## config.mk

```make
export PLATFORM = sky130hd
export DESIGN_NAME = bcd_seg7_scan
export DESIGN_NICKNAME = d
export VERILOG_FILES = /design/src/rtl/bcd_seg7_scan.sv
export SDC_FILE = /design/constraint.sdc
export NUM_CORES = 1
export LEC_CHECK = 0
export BUFFER_PORTS_ARGS = -buffer_cell sky130_fd_sc_hd__buf_4
export CAP_MARGIN = 25
export CORE_MARGIN = 2
export CORE_UTILIZATION = 52
export DETAILED_ROUTE_END_ITERATION = 8
export PLACE_DENSITY = 0.75
export SYNTH_ARGS = -nofsm -noshare
export SYNTH_HDL_FRONTEND = slang
export SYNTH_SLANG_ARGS = --single-unit
export TNS_END_PERCENT = 50
```

## constraint.sdc

```tcl
create_clock -name clk -period 2 [get_ports clk]
set_input_delay 0.2 -clock clk [delete_from_list [all_inputs] [get_ports clk]]
set_output_delay 0.2 -clock clk [all_outputs]
set_load 0.005 [all_outputs]
```

## src/rtl/bcd_seg7_scan.sv

```systemverilog
// Time-multiplexed 3-digit 7-segment driver for the packed BCD word from bin2bcd.
// New values are double-buffered and applied only at frame boundaries so the display never tears.
module bcd_seg7_scan #(
  parameter int unsigned SCAN_DIV    = 50000,
  parameter bit          SEG_ACT_LOW = 1'b1
) (
  input  logic       clk,
  input  logic       rst_n,
  input  logic [9:0] bcd_in,
  input  logic       bcd_vld,
  input  logic       blank_lz,
  output logic [2:0] dig_an,
  output logic [6:0] seg,
  output logic       pend,
  output logic       frame_done
);

  localparam int unsigned        CNT_W    = $clog2(SCAN_DIV);
  localparam logic [CNT_W-1:0]   DIV_LAST = CNT_W'(SCAN_DIV - 1);
  localparam logic [6:0]         SEG_MASK = {7{SEG_ACT_LOW}};
  localparam logic [2:0]         AN_MASK  = {3{SEG_ACT_LOW}};
  localparam logic [6:0]         SEG_DASH = 7'h40;

  // Handshake: bcd_vld is a one-cycle strobe with no back-pressure; every
  // strobe is accepted, the last one before a frame boundary wins, and pend
  // stays high from acceptance until that boundary consumes the value.

  logic [CNT_W-1:0] div_cnt;
  logic [1:0]       dig_idx;
  logic [9:0]       disp_reg;
  logic [9:0]       pend_reg;
  logic             pend_q;
  logic             div_wrap;
  logic             boundary;

  assign div_wrap   = (div_cnt == DIV_LAST);
  assign boundary   = div_wrap && (dig_idx == 2'd2);
  assign frame_done = boundary;
  assign pend       = pend_q;

  // Scan counter: each digit is held for SCAN_DIV cycles, digits cycle 0,1,2.
  always_ff @(posedge clk or negedge rst_n) begin
    if (!rst_n) begin
      div_cnt <= '0;
      dig_idx <= 2'd0;
    end else if (div_wrap) begin
      div_cnt <= '0;
      dig_idx <= (dig_idx == 2'd2) ? 2'd0 : dig_idx + 2'd1;
    end else begin
      div_cnt <= div_cnt + CNT_W'(1);
    end
  end

  // Capture buffer; a strobe landing on the boundary goes straight to disp_reg.
  always_ff @(posedge clk or negedge rst_n) begin
    if (!rst_n) begin
      pend_reg <= '0;
      pend_q   <= 1'b0;
      disp_reg <= '0;
    end else begin
      if (bcd_vld) begin
        pend_reg <= bcd_in;
      end
      if (boundary) begin
        if (bcd_vld) begin
          disp_reg <= bcd_in;
        end else if (pend_q) begin
          disp_reg <= pend_reg;
        end
        pend_q <= 1'b0;
      end else if (bcd_vld) begin
        pend_q <= 1'b1;
      end
    end
  end

  function automatic logic [6:0] seg_decode(input logic [3:0] val);
    logic [6:0] pat;
    case (val)
      4'd0:    pat = 7'h3F;
      4'd1:    pat = 7'h06;
      4'd2:    pat = 7'h5B;
      4'd3:    pat = 7'h4F;
      4'd4:    pat = 7'h66;
      4'd5:    pat = 7'h6D;
      4'd6:    pat = 7'h7D;
      4'd7:    pat = 7'h07;
      4'd8:    pat = 7'h7F;
      4'd9:    pat = 7'h6F;
      default: pat = SEG_DASH;
    endcase
    return pat;
  endfunction

  logic [1:0] hund;
  logic [3:0] tens;
  logic [3:0] ones;
  logic [3:0] cur_val;
  logic       cur_blank;
  logic [6:0] seg_nxt;
  logic [2:0] an_nxt;

  assign hund = disp_reg[9:8];
  assign tens = disp_reg[7:4];
  assign ones = disp_reg[3:0];

  // Hundreds==3 is mapped to an out-of-range nibble so it decodes as a dash.
  // A dash is never zero, so it naturally stops blanking of lower digits.
  always_comb begin
    cur_val   = ones;
    cur_blank = 1'b0;
    case (dig_idx)
      2'd1: begin
        cur_val   = tens;
        cur_blank = blank_lz && (hund == 2'd0) && (tens == 4'd0);
      end
      2'd2: begin
        cur_val   = (hund == 2'd3) ? 4'hF : {2'b00, hund};
        cur_blank = blank_lz && (hund == 2'd0);
      end
      default: begin
        cur_val   = ones;
        cur_blank = 1'b0;
      end
    endcase
    seg_nxt = cur_blank ? 7'h00 : seg_decode(cur_val);
    an_nxt  = 3'(3'b001 << dig_idx);
  end

  // Output register applies pin polarity; reset drives everything off.
  always_ff @(posedge clk or negedge rst_n) begin
    if (!rst_n) begin
      seg    <= SEG_MASK;
      dig_an <= AN_MASK;
    end else begin
      seg    <= seg_nxt ^ SEG_MASK;
      dig_an <= an_nxt ^ AN_MASK;
    end
  end

endmodule

```

# [After elaboration in Yosys (flattened, before gate mapping)]
# Memories as Yosys holds them, arrays and structs flattened.
# Cells that the tools add are included.
[word_totals] register_bits=49 latchBits=0 ramBits=0 mem_bits_ro=112 in_bits=14 out_inout_bits=12 word_cells=35 memories=1
[memory_table] name="(no name shown)" words=16 width=7 rd=1 rd_clocked_by_memory_dff=0 write_ports=0 line="79" source="case (val)"
[op_classes] add_sub_neg=2 n_mul=0 div_mod_pow=0 magnitude_cmp=0 eq_ne=4 n_shift=1 muxes=10 bitwise=2 reduce_logical=8
[op_table] op="10-bit two-way mux" count=2
[op_table] op="16-bit by 1-bit adder with 16-bit output, second input constant" count=1
[op_table] op="16-bit == test, second input constant" count=1
[op_table] op="16-bit two-way mux" count=1
[op_table] op="4-bit case mux with 2 select lines" count=1
[op_table] op="7-bit two-way mux" count=1
[op_table] op="7-bit inverter" count=1
[op_table] op="2-bit == test, second input constant" count=2
[op_table] op="4-bit logical NOT" count=1
[op_table] op="4-bit two-way mux" count=1
[op_table] op="2-bit nonzero test" count=2
[op_table] op="1-bit logical AND" count=3
[op_table] op="3-bit inverter" count=1
[op_table] op="1-bit by 2-bit << shifter with 3-bit output, first input constant" count=1
[op_table] op="2-bit by 1-bit adder with 2-bit output, second input constant" count=1
[op_table] op="2-bit by 1-bit == test with 1-bit output, second input constant" count=1
[op_table] op="2-bit logical NOT" count=1
[op_table] op="1-bit two-way mux" count=2
[op_table] op="2-bit two-way mux" count=1
[op_table] op="1-bit case mux with 2 select lines" count=1
[op_table] op="2-bit AND reduction" count=1

# [Logic depth before layout (Yosys ltp)]
[logic_depth] depth_word=6 ltp_mapped=10 mapped_depth_nobuf=9

# [Least setup slack after synthesis]
# Ideal clock, no wire load.
[synth_path] kind="register to register" startpoint="reg dig_idx[0]" endpoint="reg seg[4]" setup_ns=0.079 arrival_ns=2.039 required_time_ns=1.921 path_slack_ns=-0.118 path_stages_with_launch=11 n_path_buf=1 period_less_slack_ns=2.118 path_cell_list="dfrtp_1 > inv_1 > ha_1 > clkbuf_1 > nor2_1 > a21oi_1 > inv_1 > ha_1 > a311oi_1 > a211oi_1 > o21ai_0"
[synth_between] elab_chain_len=5 elab_cells_between_ends=7 cone_classes="2 x eq/ne; 3 x mux; 1 x bitwise; 1 x memory"
[synth_rtl] item="from (decl)" line="29" source="logic [1:0] dig_idx;"
[synth_rtl] item="from (signal assigned)" line="48" source="dig_idx <= (dig_idx == 2'd2) ? 2'd0 : dig_idx + 2'd1;"
[synth_rtl] item="2-bit == test / 2-bit by 1-bit == test with 1-bit output (equally long branches)" line="112" source="case (dig_idx)"
[synth_rtl] item="4-bit case mux with 2 select lines" line="112"
[synth_rtl] item="memory read 16 x 7 bit"
[synth_rtl] item="7-bit two-way mux *" line="126" source="seg_nxt = cur_blank ? 7'h00 : seg_decode(cur_val);"
[synth_rtl] item="7-bit inverter (no source line) *"
[synth_rtl] item="to (signal assigned)" line="136" source="seg <= seg_nxt ^ SEG_MASK;"
[synth_rtl] item="to (decl)" line="13" source="output logic [6:0] seg,"
# Mark *: on every way between the ends. The rest lies on a longest branch, timed or not.
# A chain may end at the register's enable or synchronous reset.

# [Final worst setup path]
[layout_path] startpoint="reg div_cnt[5]" endpoint="reg disp_reg[3]"
[layout_between] elab_chain_len=3
[layout_rtl] item="from (decl)" line="28" source="logic [CNT_W-1:0] div_cnt;"
[layout_rtl] item="from (signal assigned)" line="50" source="div_cnt <= div_cnt + CNT_W'(1);"
[layout_rtl] item="16-bit == test" line="36" source="assign div_wrap = (div_cnt == DIV_LAST);"
[layout_rtl] item="1-bit logical AND" line="37" source="assign boundary = div_wrap && (dig_idx == 2'd2);"
[layout_rtl] item="2-bit AND reduction (no source line)"
[layout_rtl] item="to (signal assigned)" line="66" source="disp_reg <= bcd_in;"
[layout_rtl] item="to (signal assigned)" line="68" source="disp_reg <= pend_reg;"
[layout_rtl] item="to (decl)" line="30" source="logic [9:0] disp_reg;"
# No other way between the ends.

==> results.cfg <==
[synthesis]
synth_nets = 219
ys_types = 36
ys_seq_elements = 49
synthCells = 194
yosysSeqAreaShare_pct = 52.8
synth_area_um2 = 2350
synth_area_per_cell_um2 = 12.1
ys_warn_count = 0

[floorplanning]
start_util_pct = 53.9
die-height_um = 71.2
ios = 26
dieArea_um2 = 5070
num_rows = 24
die_x_um = 71.2
coreArea_um2 = 4350

[finish]
n_antenna_cell = 0
largest_register_ff_count = 16
final_common_cell = buf_4
layout_common_cells = buf_4, dfrtp_1, nor2_1
nNetsFinal = 271
drive_above_1_share_pct = 42.1
syn2layout_area_growth_pct = 23.5
final_area_um2 = 2900

[setup_path]
r2r_slack_ps = 80
cp.arrival_ps = 2120
max_stage_delay_ps = 430
crit_chain = nor4b_4 -> nand4_1 -> or3_1 -> buf_4 -> mux2_4
crit_buf_inv = 1
setup.worst_path.end_class = register
critPathKind = register to register
cp_max_fo = 10
reg2reg_to = disp_reg[3]
worstSetupStartpointType = register
cp.required_ps = 2200
path_delay_family = simple AND/OR/NAND/NOR gates
r2r_cells = 5
crit_path_top_delay_cell = dfrtp_1
r2r_start = div_cnt[5]

[timing]
hold_viol_final = 0
setup-tns-final_ps = 0
slew_headroom_pct = 60.2
final_critical_path_setup_slack_ps = 75.6
whs_ps = 140
post-route-period-util_pct = 96.2
drv_slew = 0
period_minus_slack_ps = 1920
finClkSkew_ps = 7.74
fmax_ghz = 0.520
tightestPinTransition_ps = 596
setup_viol = 0

[job]
drv_cap = 0

[detailed_routing]
drc = 0
post_drt_wl_per_cell_um = 15.0
drt_iter0_drc = 74
ant_nets = 0
vias = 1627
dr.pass1.iters = 4
drt-total-wl_um = 4490
viasPerCell = 5.44

[placed_design]
gp_congestion = 0.846
place_area_um2 = 2710
dp_slack_ps = 61.3
portBuffers = 25
hpwl_um = 3240

[run_status]
status = complete, no violations

[hold_path]
hold_path_end = pend_reg[9]
hold_path.class = input port to register
min-delay-start = bcd_in[9]
hold_path_depth = 2

[clock_network]
clk_latency_ps = 310
cts_buffers = 5
cts_max_path_buffers = 2
clk_pin_slew_ps = 90
numClockSinks = 49
htree_num_levels = 2
cts_root_buf = clkbuf_8
cts_tree = built

[global_route]
antenna_found_initial = 0
grt_overflow = 0
grt_pass1_wl_um = 7450
grt_pass1_vias = 1586
grt_usage_pct = 19.2
grt_max_degree = 50

[pwr]
swShare_pct = 23.5
power.switching_mw = 0.417
p_int_mw = 1.36
irDropWorstVdd_mv = 0.514
p_seq_share_pct = 59.2
leakage_nw = 1.35
p_per_area_nw_per_um2 = 612
combinationalPowerShare_pct = 8.0
power_frac_clock_pct = 32.8
cells by family (layout without fill, tap and decap cells):
| group | after synthesis | count (layout) | share of synthesized area, % |
|---|---|---|---|
| compound gates | 28 | 28 | 7.57 |
| xor+xnor | 11 | 11 | 4.10 |
| fa+ha+maj | 11 | 11 | 5.86 |
| buf+inv | 14 | 67 | 2.72 |
| flops | 49 | 49 | 52.8 |
| mux | 23 | 23 | 12.5 |
| simple gates | 58 | 58 | 14.4 |
worst register-to-register path, delay by kind of cell (launching register included):
family / cells / cell delay [ps]
AND/OR/NAND/NOR: 3 / 880
flip-flops: 1 / 430
multiplexers: 1 / 310
buffers and inverters: 1 / 210
routing by layer:
layer / track usage (%) / vias to the layer above / wire length, um
li1: - / 798 / -
met1: 27.2 / 802 / 2170
met2: 28.8 / 21 / 2120
met3: 5.27 / 6 / 146
met4: 6.29 / 0 / 57
met5: 0 / - / 0
how the worst max path moves through the flow:
stage	cells past startpoint	start	endpoint	slack, ps
after detailed placement	9	dig_idx[0]	seg[4]	60
after global routing	6	div_cnt[1]	frame_done	-7
after floorplan	9	dig_idx[0]	seg[4]	50
after global placement	9	dig_idx[0]	seg[4]	70
after CTS	6	div_cnt[1]	frame_done	20
final	5	div_cnt[5]	disp_reg[3]	80
cell usage after synthesis (all sizes together):
cell type  count  area share [%]
dfrtp         39              42
mux2          21              12
nor2          15             2.4
nand2         12             1.9
ha            11             5.9
dfstp         10              11
inv           10             1.6
o21ai          9             1.9
a21oi          6             1.3
and3           6             1.7
xor2           6             2.2
and4           5             1.9
nand3          5             1.1
xnor2          5             1.9
nand4          4             1.1
a31oi          3            0.80
a32oi          3             1.1
nor4b          3             1.8
a22oi          2            0.64
a31o           2            0.75
and4bb         2             1.1
buf            2            0.80
clkbuf         2            0.32
mux2i          2            0.85
nor3           2            0.43
or3            2            0.53
a211oi         1            0.32
a311oi         1            0.37
and2           1            0.32
o22a           1            0.37
or4            1            0.32
timing repair:
action                                 4_1_cts  5_1_grt
endpoints found under the hold margin       39        0
hold buffers                                 1        0
pin swaps                                    1        1
gates resized for setup                      0       11
buffers inserted                             2        4
setup endpoints to repair                    1        6
power groups by stage:
stage / logic, mW / registers, mW / clock network [mW]
floorplan: 0.0694 / 1.07 / 0
global placement: 0.139 / 1.07 / 0
detailed placement: 0.143 / 1.07 / 0
CTS: 0.145 / 1.05 / 0.596
global route: 0.159 / 1.05 / 0.642
finish: 0.142 / 1.05 / 0.583
through the flow:
stage | std cells | util, % | total power, mW
after floorplan | 194 | - | 1.14
after global placement | 284 | 62.2 | 1.21
after detailed placement | 284 | 62.2 | 1.21
after CTS | 295 | 64.9 | 1.79
after global routing | 299 | 66.6 | 1.85
final | 299 | 66.6 | 1.78
final cells by class:
type,count,area (um^2)
Clock inverter,3,22.5
Clock buffer,5,68.8
Timing Repair Buffer,49,370
Fill cell,320,1460
Sequential cell,49,1240
Inverter,10,37.5
Tap cell,52,65.1
Multi-Input combinational cell,131,1100
No activity file was read; power rests on OpenSTA's default activity.
